==> src/rtl/inst_rom_loader.sv <==
// Instruction-ROM program loader: assembles a framed little-endian byte stream into
// 32-bit ROM words, verifies an XOR checksum and releases the core on a good frame.
module inst_rom_loader #(
    parameter int unsigned ADDR_WIDTH = 10,
    parameter logic [7:0]  SYNC_BYTE  = 8'hA5
) (
    input  logic                  clk,
    input  logic                  rst,
    input  logic                  s_valid,
    input  logic [7:0]            s_data,
    output logic                  s_ready,
    output logic                  rom_we,
    output logic [ADDR_WIDTH-1:0] rom_addr,
    output logic [31:0]           rom_wdata,
    output logic                  core_enable,
    output logic                  core_rst_n,
    output logic                  load_done,
    output logic                  load_err
);

    typedef enum logic [2:0] {
        S_IDLE, S_LEN_L, S_LEN_H, S_DATA, S_WRITE, S_CSUM, S_DONE, S_ERR
    } state_e;

    localparam logic [31:0] MAX_WORDS = 32'(1) << ADDR_WIDTH;

    state_e                state_q, state_d;
    logic [15:0]           len_q, len_d, len_new;
    logic [31:0]           word_q, word_d;
    logic [1:0]            idx_q, idx_d;
    logic [7:0]            csum_q, csum_d;
    logic [ADDR_WIDTH-1:0] addr_q, addr_d;
    logic                  ready_q, en_q, rstn_q, done_q, err_q;
    logic                  accept, is_sync, last_word;

    assign accept    = s_valid & ready_q;
    assign is_sync   = accept && (s_data == SYNC_BYTE);
    assign len_new   = {s_data, len_q[7:0]};
    assign last_word = (32'(addr_q) + 32'd1) == 32'(len_q);

    always_comb begin
        // NOTE: every _d gets its hold value first, so no path through the case can infer a latch.
        state_d = state_q;
        len_d   = len_q;
        word_d  = word_q;
        idx_d   = idx_q;
        csum_d  = csum_q;
        addr_d  = addr_q;
        unique case (state_q)
            S_IDLE, S_DONE, S_ERR: begin
                if (is_sync) begin
                    state_d = S_LEN_L;
                    csum_d  = '0;
                    addr_d  = '0;
                end
            end
            S_LEN_L: begin
                if (accept) begin
                    len_d[7:0] = s_data;
                    state_d    = S_LEN_H;
                end
            end
            S_LEN_H: begin
                if (accept) begin
                    len_d = len_new;
                    if (32'(len_new) > MAX_WORDS) begin
                        state_d = S_ERR;
                    end else if (len_new == '0) begin
                        state_d = S_CSUM;
                    end else begin
                        state_d = S_DATA;
                        addr_d  = '0;
                        idx_d   = '0;
                    end
                end
            end
            S_DATA: begin
                // Bytes arrive LSB first, so shift in from the top.
                if (accept) begin
                    word_d = {s_data, word_q[31:8]};
                    csum_d = csum_q ^ s_data;
                    idx_d  = idx_q + 2'd1;
                    if (idx_q == 2'd3) state_d = S_WRITE;
                end
            end
            S_WRITE: begin
                addr_d  = addr_q + ADDR_WIDTH'(1);
                state_d = last_word ? S_CSUM : S_DATA;
            end
            S_CSUM: begin
                if (accept) state_d = (s_data == csum_q) ? S_DONE : S_ERR;
            end
            default: state_d = S_IDLE;
        endcase
    end

    always_ff @(posedge clk or posedge rst) begin
        if (rst) begin
            state_q <= S_IDLE;
            len_q   <= '0;
            word_q  <= '0;
            idx_q   <= '0;
            csum_q  <= '0;
            addr_q  <= '0;
            ready_q <= 1'b0;
            en_q    <= 1'b0;
            rstn_q  <= 1'b0;
            done_q  <= 1'b0;
            err_q   <= 1'b0;
        end else begin
            // NOTE: non-blocking so every register samples the pre-edge values of the others.
            state_q <= state_d;
            len_q   <= len_d;
            word_q  <= word_d;
            idx_q   <= idx_d;
            csum_q  <= csum_d;
            addr_q  <= addr_d;
            ready_q <= (state_d != S_WRITE);
            en_q    <= (state_d == S_DONE);
            // Reset release trails enable by one cycle.
            rstn_q  <= en_q && (state_d == S_DONE);
            done_q  <= (state_d == S_DONE);
            err_q   <= (state_d == S_ERR);
        end
    end

    assign s_ready     = ready_q;
    assign rom_we      = (state_q == S_WRITE);
    assign rom_addr    = addr_q;
    assign rom_wdata   = word_q;
    assign core_enable = en_q;
    assign core_rst_n  = rstn_q;
    assign load_done   = done_q;
    assign load_err    = err_q;

endmodule

==> config.mk <==
export PLATFORM = sky130hd
export DESIGN_NAME = inst_rom_loader
export DESIGN_NICKNAME = d
export VERILOG_FILES = /design/src/rtl/inst_rom_loader.sv
export SDC_FILE = /design/constraint.sdc
export NUM_CORES = 1
export LEC_CHECK = 0
export ABC_CLOCK_PERIOD_IN_PS = 2560
export BUFFER_PORTS_ARGS = -buffer_cell sky130_fd_sc_hd__buf_2
export CAP_MARGIN = 30
export CORE_ASPECT_RATIO = 1.25
export CORE_MARGIN = 2
export CORE_UTILIZATION = 34
export CTS_BUF_LIST = sky130_fd_sc_hd__clkbuf_8
export DETAILED_ROUTE_END_ITERATION = 10
export HOLD_SLACK_MARGIN = 0.08
export MAX_ROUTING_LAYER = met4
export PLACE_DENSITY = 0.65
export SYNTH_ARGS = -nofsm -noshare
export SYNTH_HDL_FRONTEND = slang
export SYNTH_SLANG_ARGS = --single-unit
==> constraint.sdc <==
create_clock -name clk -period 2.56 [get_ports clk]
set_clock_uncertainty 0.15 [all_clocks]
set_input_delay 0.256 -clock clk [delete_from_list [all_inputs] [get_ports clk]]
set_output_delay 0.256 -clock clk [all_outputs]
set_load 0.05 [all_outputs]
==> results of run 1 <==
cells in the final DEF (no fill, tap or decap), drive strengths merged, types with 4 or more instances in the layout:
cell / netlist / final
and3: 6 / 6
a21oi: 6 / 6
nand3: 12 / 12
nor3: 4 / 4
xor2: 5 / 5
a31oi: 6 / 6
buf: 5 / 74
mux2: 14 / 14
nor2: 23 / 23
dlygate4sd3: 0 / 7
inv: 9 / 11
o21ai: 40 / 40
clkbuf: 12 / 9
dfrtp: 75 / 75
xnor2: 10 / 10
a211oi: 5 / 5
clkinv: 1 / 4
nand4: 7 / 7
nand2: 112 / 112
flip-flops by register name, indices dropped and copies added (netlist names):
signal / count
csum_q: 8
load_err: 1
load_done: 1
len_q: 16
idx_q: 2
rom_wdata: 32
s_ready: 1
rom_addr: 10
state_q: 3
core_rst_n: 1
repair_timing:
item,in CTS,in global routing
setup endpoints to repair,0,3
gates resized for setup,0,3
hold endpoints to repair,40,0
hold buffers,7,0
path summary, 6_finish.rpt:
kind | startpoint | endpoint | slack [ns] | cells past startpoint
max in group asynchronous | rst | rom_wdata[16] | 1.25 | 4
min in group asynchronous | rst | state_q[2] | 0.37 | 3
min reg2reg | rom_wdata[0] | rom_wdata[0] | 0.32 | 2
max | s_data[1] | rom_addr[9] | 0.20 | 8
min | s_data[2] | rom_wdata[26] | 0.14 | 4
max reg2reg | rom_addr[0] | state_q[1] | 0.29 | 7
routing by layer:
layer  vias to the layer above  global-route usage [%]  routed length [um]
met5                         -                       -                   0
met4                         0                    6.78                 213
met3                        15                    3.64                 314
met2                        56                    27.1                4630
met1                      1522                    19.8                3990
li1                       1537                       -                   -
logic make-up (layout without fill, tap and decap cells):
| logic type | Yosys count | count (layout) | share of synthesized area, % |
|---|---|---|---|
| AO/OA/AOI/OAI | 80 | 80 | 14.3 |
| adder cells (fa/ha/maj) | 2 | 2 | 0.680 |
| buffers and inverters | 27 | 107 | 3.06 |
| XOR/XNOR | 15 | 15 | 3.57 |
| AND/OR/NAND/NOR | 184 | 184 | 23.1 |
| multiplexers | 14 | 14 | 4.29 |
| flip-flops | 75 | 75 | 51.0 |
cell usage after synthesis, types with 4 or more instances:
master and count:
nor3_1 4, nand4_1 7, and3_1 6, xnor2_1 10, a31oi_1 5, nand2_1 112
inv_1 9, xor2_1 5, nand3_1 11, dfrtp_1 75, o21ai_0 38, nor2_1 22
a211oi_1 4, a21oi_1 6, clkbuf_1 12, mux2_2 14
metrics by stage:
stage / worst slack [ns] / hold WS (ns)
after floorplan: 0.163 / 0.223
after global placement: 0.356 / 0.225
after detailed placement: 0.326 / 0.241
after CTS: 0.170 / 0.136
after global routing: 0.0654 / 0.156
final: 0.199 / 0.137
cell type report:
type / count / area, um^2 / area share (%)
repair buffers: 81 / 505 / 11.2
well taps: 132 / 165 / 3.67
flip-flops and latches: 75 / 1880 / 41.7
clock inverters: 7 / 86.3 / 1.92
inverters: 10 / 37.5 / 0.833
clock buffers: 9 / 124 / 2.75
multi-input cells: 295 / 1710 / 37.9
critical path, delay by kind of cell:
| family | cells | cell delay (ns) |
|---|---|---|
| simple gates | 2 | 0.75 |
| compound gates | 4 | 0.75 |
| buf+inv | 2 | 0.69 |
power groups by stage:
stage                     combinational, W  clock (W)  sequential [W]
after floorplan                    0.00123          0         0.00272
after CTS                          0.00258   0.000991         0.00206
final                              0.00257   0.000977         0.00206
after global routing               0.00280    0.00105         0.00213
after detailed placement           0.00256          0         0.00207
after global placement             0.00252          0         0.00205
==> metrics.yaml, run 1 <==
outcome:
  status: "completed"
detailed_routing:
  vias_per_cell: 5.14
  drc: 0
  routed_wl_um: 9150
  dr.pass1.iters: 6
  route.detailed.wl_per_inst_um: 15.0
  vias: 3130
  drt-initial-drc-count: 261
  antenna_left: 0
finish:
  final_util_pct: 42.6
  layout.cells.non_filler: 609
  final_cell_area_um2: 4500
  num_antenna_cells: 0
  nets: 485
  syn2layout_area_growth_pct: 22.4
  fill_cells: 1033
  layout-drive-gt1-share_pct: 24.9
clock_tree:
  cts_buffer_depth: 2
  cts_made_buffers: 9
  clock-root-buffer: "clkbuf_8"
  clk_pin_slew_ns: 0.09
  clock-sinks: 75
  cts_tree: "done"
  postCtsSetupBuffers: 0
  htree_levels: 3
  clk_latency_ns: 0.37
logic_synthesis:
  avgSynthCellArea_um2: 9.27
  synth_area_leader_cell: "dfrtp_1"
  ys_ff_latch: 75
  ys_types: 52
  synthesis.area_um2: 3680
  synth_warnings: 0
  synth_top_area_share_pct: 51.0
  synth.area.top_cells: "dfrtp_1 (51%), nand2_1 (11%), o21ai_0 (5.2%)"
  syn_inst: 397
  async_flop_share_pct: 100
  synth_nets: 410
  seq_area_frac_synth_pct: 51.0
  synth_edf_count: 0
  synthFlopType: "dfrtp_1"
worst_setup_path:
  max_stage_delay_ns: 0.53
  crit_fanout: 9
  worstPathCellList: "dlygate4sd3_1 > buf_2 > and4b_1 > or4b_4 > a21oi_1 > o2bb2ai_2 > o21ai_0 > o31ai_1"
  critical_path_arrival_ns: 2.46
  cp_slowest_cell: "dlygate4sd3_1"
  start_kind: "input pin"
  critPathKind: "input pin to flop"
  worstPathRequired_ns: 2.66
  end_kind: "flop"
pwr:
  p_int_w: 0.00293
  pwr-share-comb_pct: 45.9
  p_leak_nw: 2.20
  powerDensity_nw_per_um2: 1250
  ir_drop_v: 0.000373
  sequentialPowerShare_pct: 36.7
  switching_share_pct: 47.8
  pwr-share-clk_pct: 17.4
  total_power_w: 0.00561
  p_sw_w: 0.00268
timing:
  rsz0062_at_grt: "false"
  finalHoldViolCount: 0
  slew_violations: 0
  min_period_over_period_pct: 92.2
  fmax_ghz: 0.424
  setup_viol: 0
  min_period_ns: 2.36
  fin_setup_tns_ns: 0
  slew_headroom_pct: 56.9
  tightest_slew_ns: 0.645
floorplan:
  rows: 42
  die_h_um: 120
  die_w_um: 97.0
  start_util_pct: 34.8
  ios: 59
  die_area_um2: 11700
  core_area_um2: 10600
placed_design:
  dpl.cell_count: 586
  post_dp_cell_area_um2: 4210
  post-dp-hpwl_um: 6390
  io_buffers: 58
  gp_congestion: 0.870
run:
  maxCapViolCount: 0
global_routing:
  grt-ovfl-total: 0
  grt_pass1_wl_um: 15000
  grt_util_all_layers_pct: 16.5
  antenna_found_initial: 0
  grt_pass1_vias: 2951
  grt_max_degree: 35
hold_path:
  holdCritPathClass: "input pin to flop"
Power figures use the tool's default switching activity.
==> run 2: changes to the inputs <==
==> constraint.sdc (replaced) <==
create_clock -name clk -period 2.56 [get_ports clk]
set_clock_uncertainty 0.15 [all_clocks]
set_input_delay 0.384 -clock clk [delete_from_list [all_inputs] [get_ports clk]]
set_output_delay 0.384 -clock clk [all_outputs]
set_load 0.05 [all_outputs]
==> run 2 against run 1 <==
Against the previous run: clock power decreased by 3.8%; non-clock buffer count decreased by 8; worst setup slack improved by 0.024 ns; core utilization decreased by 0.92 points; final cell count decreased by 1.3%; sequential share of layout area increased by 0.92 points; critical endpoint is now state_q[1].
==> metrics.yaml, run 2 (synthesis gave the netlist of run 1 again) <==
finish:
  final_util_pct: 41.7
  syn2layout_area_growth_pct: 19.8
  final_cell_area_um2: 4410
  layout-drive-gt1-share_pct: 24.3
  final_cell_mix: "nand2_1 (112), dfrtp_1 (75), buf_2 (58)"
  largest_register_ffs: 32
  layout_commonest_cell: "nand2_1"
  num_antenna_cells: 0
  nets: 477
worst_setup_path:
  crit_fanout: 7
  end_kind: "flop"
  worstPathRequired_ns: 2.67
  crit_start: "rom_addr[0]"
  r2r_start: "rom_addr[0]"
  critPathKind: "flop to flop"
  start_kind: "flop"
  critical_path_arrival_ns: 2.45
timing:
  finalHoldViolCount: 0
  tightest_slew_ns: 0.692
  fmax_ghz: 0.428
  min_period_ns: 2.34
  min_period_over_period_pct: 91.3
  worst_hold_slack_ns: 0.191
  fin_setup_tns_ns: 0
  rsz0062_at_grt: "false"
  setup_viol: 0
  slew_violations: 0
  slew_headroom_pct: 53.9
placed_design:
  gp_congestion: 0.817
  post_dp_cell_area_um2: 4190
  io_buffers: 58
  post-dp-hpwl_um: 6020
detailed_routing:
  dr.pass1.iters: 5
  drc: 0
  vias: 3109
  route.detailed.wl_per_inst_um: 14.4
  drt-initial-drc-count: 227
  routed_wl_um: 8670
  vias_per_cell: 5.17
  antenna_left: 0
pwr:
  sequentialPowerShare_pct: 37.0
  pwr-share-comb_pct: 46.0
  p_int_w: 0.00290
  total_power_w: 0.00552
  switching_share_pct: 47.4
  pwr-share-clk_pct: 17.0
  ir_drop_v: 0.000396
  powerDensity_nw_per_um2: 1250
  p_sw_w: 0.00262
  p_leak_nw: 2.17
clock_tree:
  cts_tree: "done"
  htree_levels: 3
  clock-sinks: 75
  postCtsSetupBuffers: 0
  clk_pin_slew_ns: 0.09
  clock-root-buffer: "clkbuf_8"
  clk_latency_ns: 0.36
  cts_buffer_depth: 2
  cts_made_buffers: 9
hold_path:
  holdCritPathClass: "input pin to flop"
  hp-start: "s_data[7]"
global_routing:
  grt_pass1_vias: 2923
  antenna_found_initial: 0
  grt_pass1_wl_um: 14400
  grt_max_degree: 76
  grt_util_all_layers_pct: 15.7
  grt-ovfl-total: 0
floorplan:
  ios: 59
  die_w_um: 97.0
  die_area_um2: 11700
  rows: 42
  core_area_um2: 10600
  die_h_um: 120
  start_util_pct: 34.8
outcome:
  status: "completed"
run:
  maxCapViolCount: 0
[run 2: cell count changes in the layout (fill, tap and decap cells not counted), sizes merged]
cell,previous run,this run
dlygate4sd3,7,1
buf,74,72
clkinv,4,3
inv,11,12
[run 2: path summary, 6_finish.rpt]
kind                                       to  slack [ns]  cells after the start
worst min register to register   rom_wdata[1]        0.32                      2
worst min-delay path            rom_wdata[31]        0.19                      3
max in group asynchronous         rom_addr[7]        1.43                      4
worst max register to register     state_q[1]        0.22                      7
worst max-delay path               state_q[1]        0.22                      7
min in group asynchronous         rom_addr[8]        0.47                      4
[run 2: stage by stage]
stage	setup slack, ns	cells
global placement	0.236	584
floorplan	0.116	397
detailed placement	0.225	584
CTS	0.0988	601
global route	0.0803	601
finish	0.223	601
[run 2: worst max-delay path, stage by stage, from the launching register on]
cell and delay, ns:
dfrtp_1 0.50, ha_1 0.31, nand3_1 0.18, or3_1 0.39, o21ai_0 0.16, and3b_1 0.17, o2111ai_1 0.15, a21bo_1 0.22
[run 2: final cells by class]
cell class,instances,area (um^2)
Inverter,10,37.5
Multi-Input combinational cell,295,1700
Tap cell,132,165
Clock inverter,7,76.3
Fill cell,1050,6160
Timing Repair Buffer,73,430
Clock buffer,9,124
Sequential cell,75,1880
[run 2: power by group through the flow]
stage          registers [W]  logic, W  clock network (W)
2_1_floorplan        0.00272   0.00123                  0
3_3_place_gp         0.00205   0.00250                  0
3_5_place_dp         0.00206   0.00254                  0
4_1_cts              0.00204   0.00255           0.000958
5_1_grt              0.00212   0.00276            0.00102
6_report             0.00204   0.00254           0.000940
[run 2: timing repair]
action | 4_1_cts | 5_1_grt
resized for setup | 0 | 1
hold buffers | 1 | 0
setup endpoints to repair | 0 | 1
endpoints found under the hold margin | 75 | 0
[run 2: per-layer routing]
layer	GRT usage, %	share of wire (%)
met5	-	0
met2	24.5	49
met3	3.29	4.0
met1	19.8	44
met4	7.22	2.4
==> run 3: changes to the inputs <==
--- a/config.mk
+++ b/config.mk
@@ -16,6 +16,7 @@
 export HOLD_SLACK_MARGIN = 0.08
 export MAX_ROUTING_LAYER = met4
 export PLACE_DENSITY = 0.65
+export SETUP_SLACK_MARGIN = 0.4
 export SYNTH_ARGS = -nofsm -noshare
 export SYNTH_HDL_FRONTEND = slang
 export SYNTH_SLANG_ARGS = --single-unit
==> run 3 against run 2 <==
Against the previous run: hold slack got worse by 0.012 ns; count of clock-buffer cells in the layout unchanged; sequential share of layout area fell by 1.4 points.
==> metrics.yaml, run 3 (synthesis gave the netlist of run 1 again) <==
detailed_routing:
  vias: 3125
  dr.pass1.iters: 4
  drt-initial-drc-count: 164
  drc: 0
  route.detailed.wl_per_inst_um: 14.8
  vias_per_cell: 5.08
  antenna_left: 0
  routed_wl_um: 9090
worst_setup_path:
  r2r_end: "state_q[1]"
  critPathKind: "flop to flop"
  rrSetupSlack_ns: 0.45
  r2r_cells: 6
  crit_fanout: 7
  start_kind: "flop"
  r2r_start: "rom_addr[3]"
  critical_path_arrival_ns: 2.22
  worstPathRequired_ns: 2.67
  end_kind: "flop"
pwr:
  pwr-share-clk_pct: 16.0
  pwr-share-comb_pct: 47.5
  p_int_w: 0.00289
  ir_drop_v: 0.000507
  powerDensity_nw_per_um2: 1220
  switching_share_pct: 48.4
  total_power_w: 0.00561
  p_sw_w: 0.00272
  p_leak_nw: 2.21
  sequentialPowerShare_pct: 36.5
timing:
  finalHoldViolCount: 0
  min_period_over_period_pct: 82.5
  tightest_slew_ns: 0.618
  fin_ws_ns: 0.448
  slew_violations: 0
  slew_headroom_pct: 58.7
  worst_hold_slack_ns: 0.180
  fmax_ghz: 0.473
  min_period_ns: 2.11
  setup_viol: 0
  fin_setup_tns_ns: 0
  rsz0062_at_grt: "true"
global_routing:
  grt_util_all_layers_pct: 16.0
  grt_pass1_vias: 2928
  grt_pass1_wl_um: 14700
  grt_max_degree: 51
  antenna_found_initial: 0
  grt-ovfl-total: 0
outcome:
  status: "completed"
finish:
  final_cell_mix: "nand2_1 (112), dfrtp_1 (64), buf_2 (57)"
  layout_commonest_cell: "nand2_1"
  largest_register_ffs: 32
  layout.cells.non_filler: 615
  nets: 491
  num_antenna_cells: 0
  layout-drive-gt1-share_pct: 31.3
  syn2layout_area_growth_pct: 24.7
floorplan:
  core_area_um2: 10600
  die_w_um: 97.0
  ios: 59
  die_area_um2: 11700
  rows: 42
  start_util_pct: 34.8
  die_h_um: 120
clock_tree:
  htree_levels: 3
  clk_latency_ns: 0.37
  cts_tree: "done"
  cts_buffer_depth: 2
  clock-root-buffer: "clkbuf_8"
  cts_made_buffers: 9
  clock-sinks: 75
  clk_pin_slew_ns: 0.09
hold_path:
  hold_end: "rom_wdata[31]"
  hp-start: "s_data[7]"
  min_path_cells: 3
  holdCritPathClass: "input pin to flop"
run:
  maxCapViolCount: 0
placed_design:
  dpl.cell_count: 583
  gp_congestion: 0.872
  post-dp-hpwl_um: 6290
  io_buffers: 58
  pre_cts_ws_ns: 0.200
==> run 3: cell count changes in the layout (fill, tap and decap cells not counted), sizes merged <==
cell / change
buf: +14
bufinv: -1
clkinv: -1
clkinvlp: +1
inv: +1
==> run 3: metal layers <==
layer / vias up / wire length, um / GRT usage [%]
li1: 1541 / - / -
met5: - / 0 / -
met2: 72 / 4540 / 25.8
met4: 0 / 247 / 6.60
met3: 18 / 362 / 3.64
met1: 1494 / 3940 / 19.6
==> run 3: worst max-delay path by stage <==
stage,from,cells past startpoint,endpoint
final,rom_addr[3],6,state_q[1]
after global placement,s_data[4],7,rom_addr[5]
after detailed placement,s_data[4],7,rom_addr[5]
after floorplan,rom_addr[4],7,state_q[1]
after global routing,rom_addr[3],6,state_q[1]
after CTS,state_q[2],4,rom_we
==> run 3: cell type report <==
cell class,count,area [um^2]
flip-flops and latches,75,1890
clock buffers,9,124
well taps,132,165
multi-input cells,295,1780
repair buffers,87,526
clock inverters,7,65.1
inverters,10,41.3
fillers,1027,5980
==> run 3: worst max-delay path, cell delays in order (launching register included) <==
cell and delay (ns):
dfrtp_2 0.44, nand4_1 0.25, or4b_1 0.56, o211a_1 0.12
o22ai_1 0.15, o2111ai_2 0.15, a21bo_1 0.18
==> run 3: metrics by stage <==
stage                     area [um^2]  utilization [%]
after floorplan                  3700                -
after global placement           4190             39.6
after detailed placement         4190             39.6
after CTS                        4410             41.8
after global routing             4590             43.4
final                            4590             43.4
==> run 3: power groups by stage <==
stage               combinational, W  sequential [W]  clock, W
global route                 0.00288         0.00212  0.000978
floorplan                    0.00123         0.00272         0
finish                       0.00267         0.00205  0.000899
detailed placement           0.00253         0.00208         0
global placement             0.00249         0.00205         0
CTS                          0.00255         0.00206  0.000920
==> run 3: repair_timing <==
item | CTS | global route
setup endpoints to repair | 8 | 21
pin swaps | 1 | 5
endpoints found under the hold margin | 25 | 0
buffers inserted | 1 | 14
hold buffers | 1 | 0
resized for setup | 6 | 15
cloned | 0 | 0
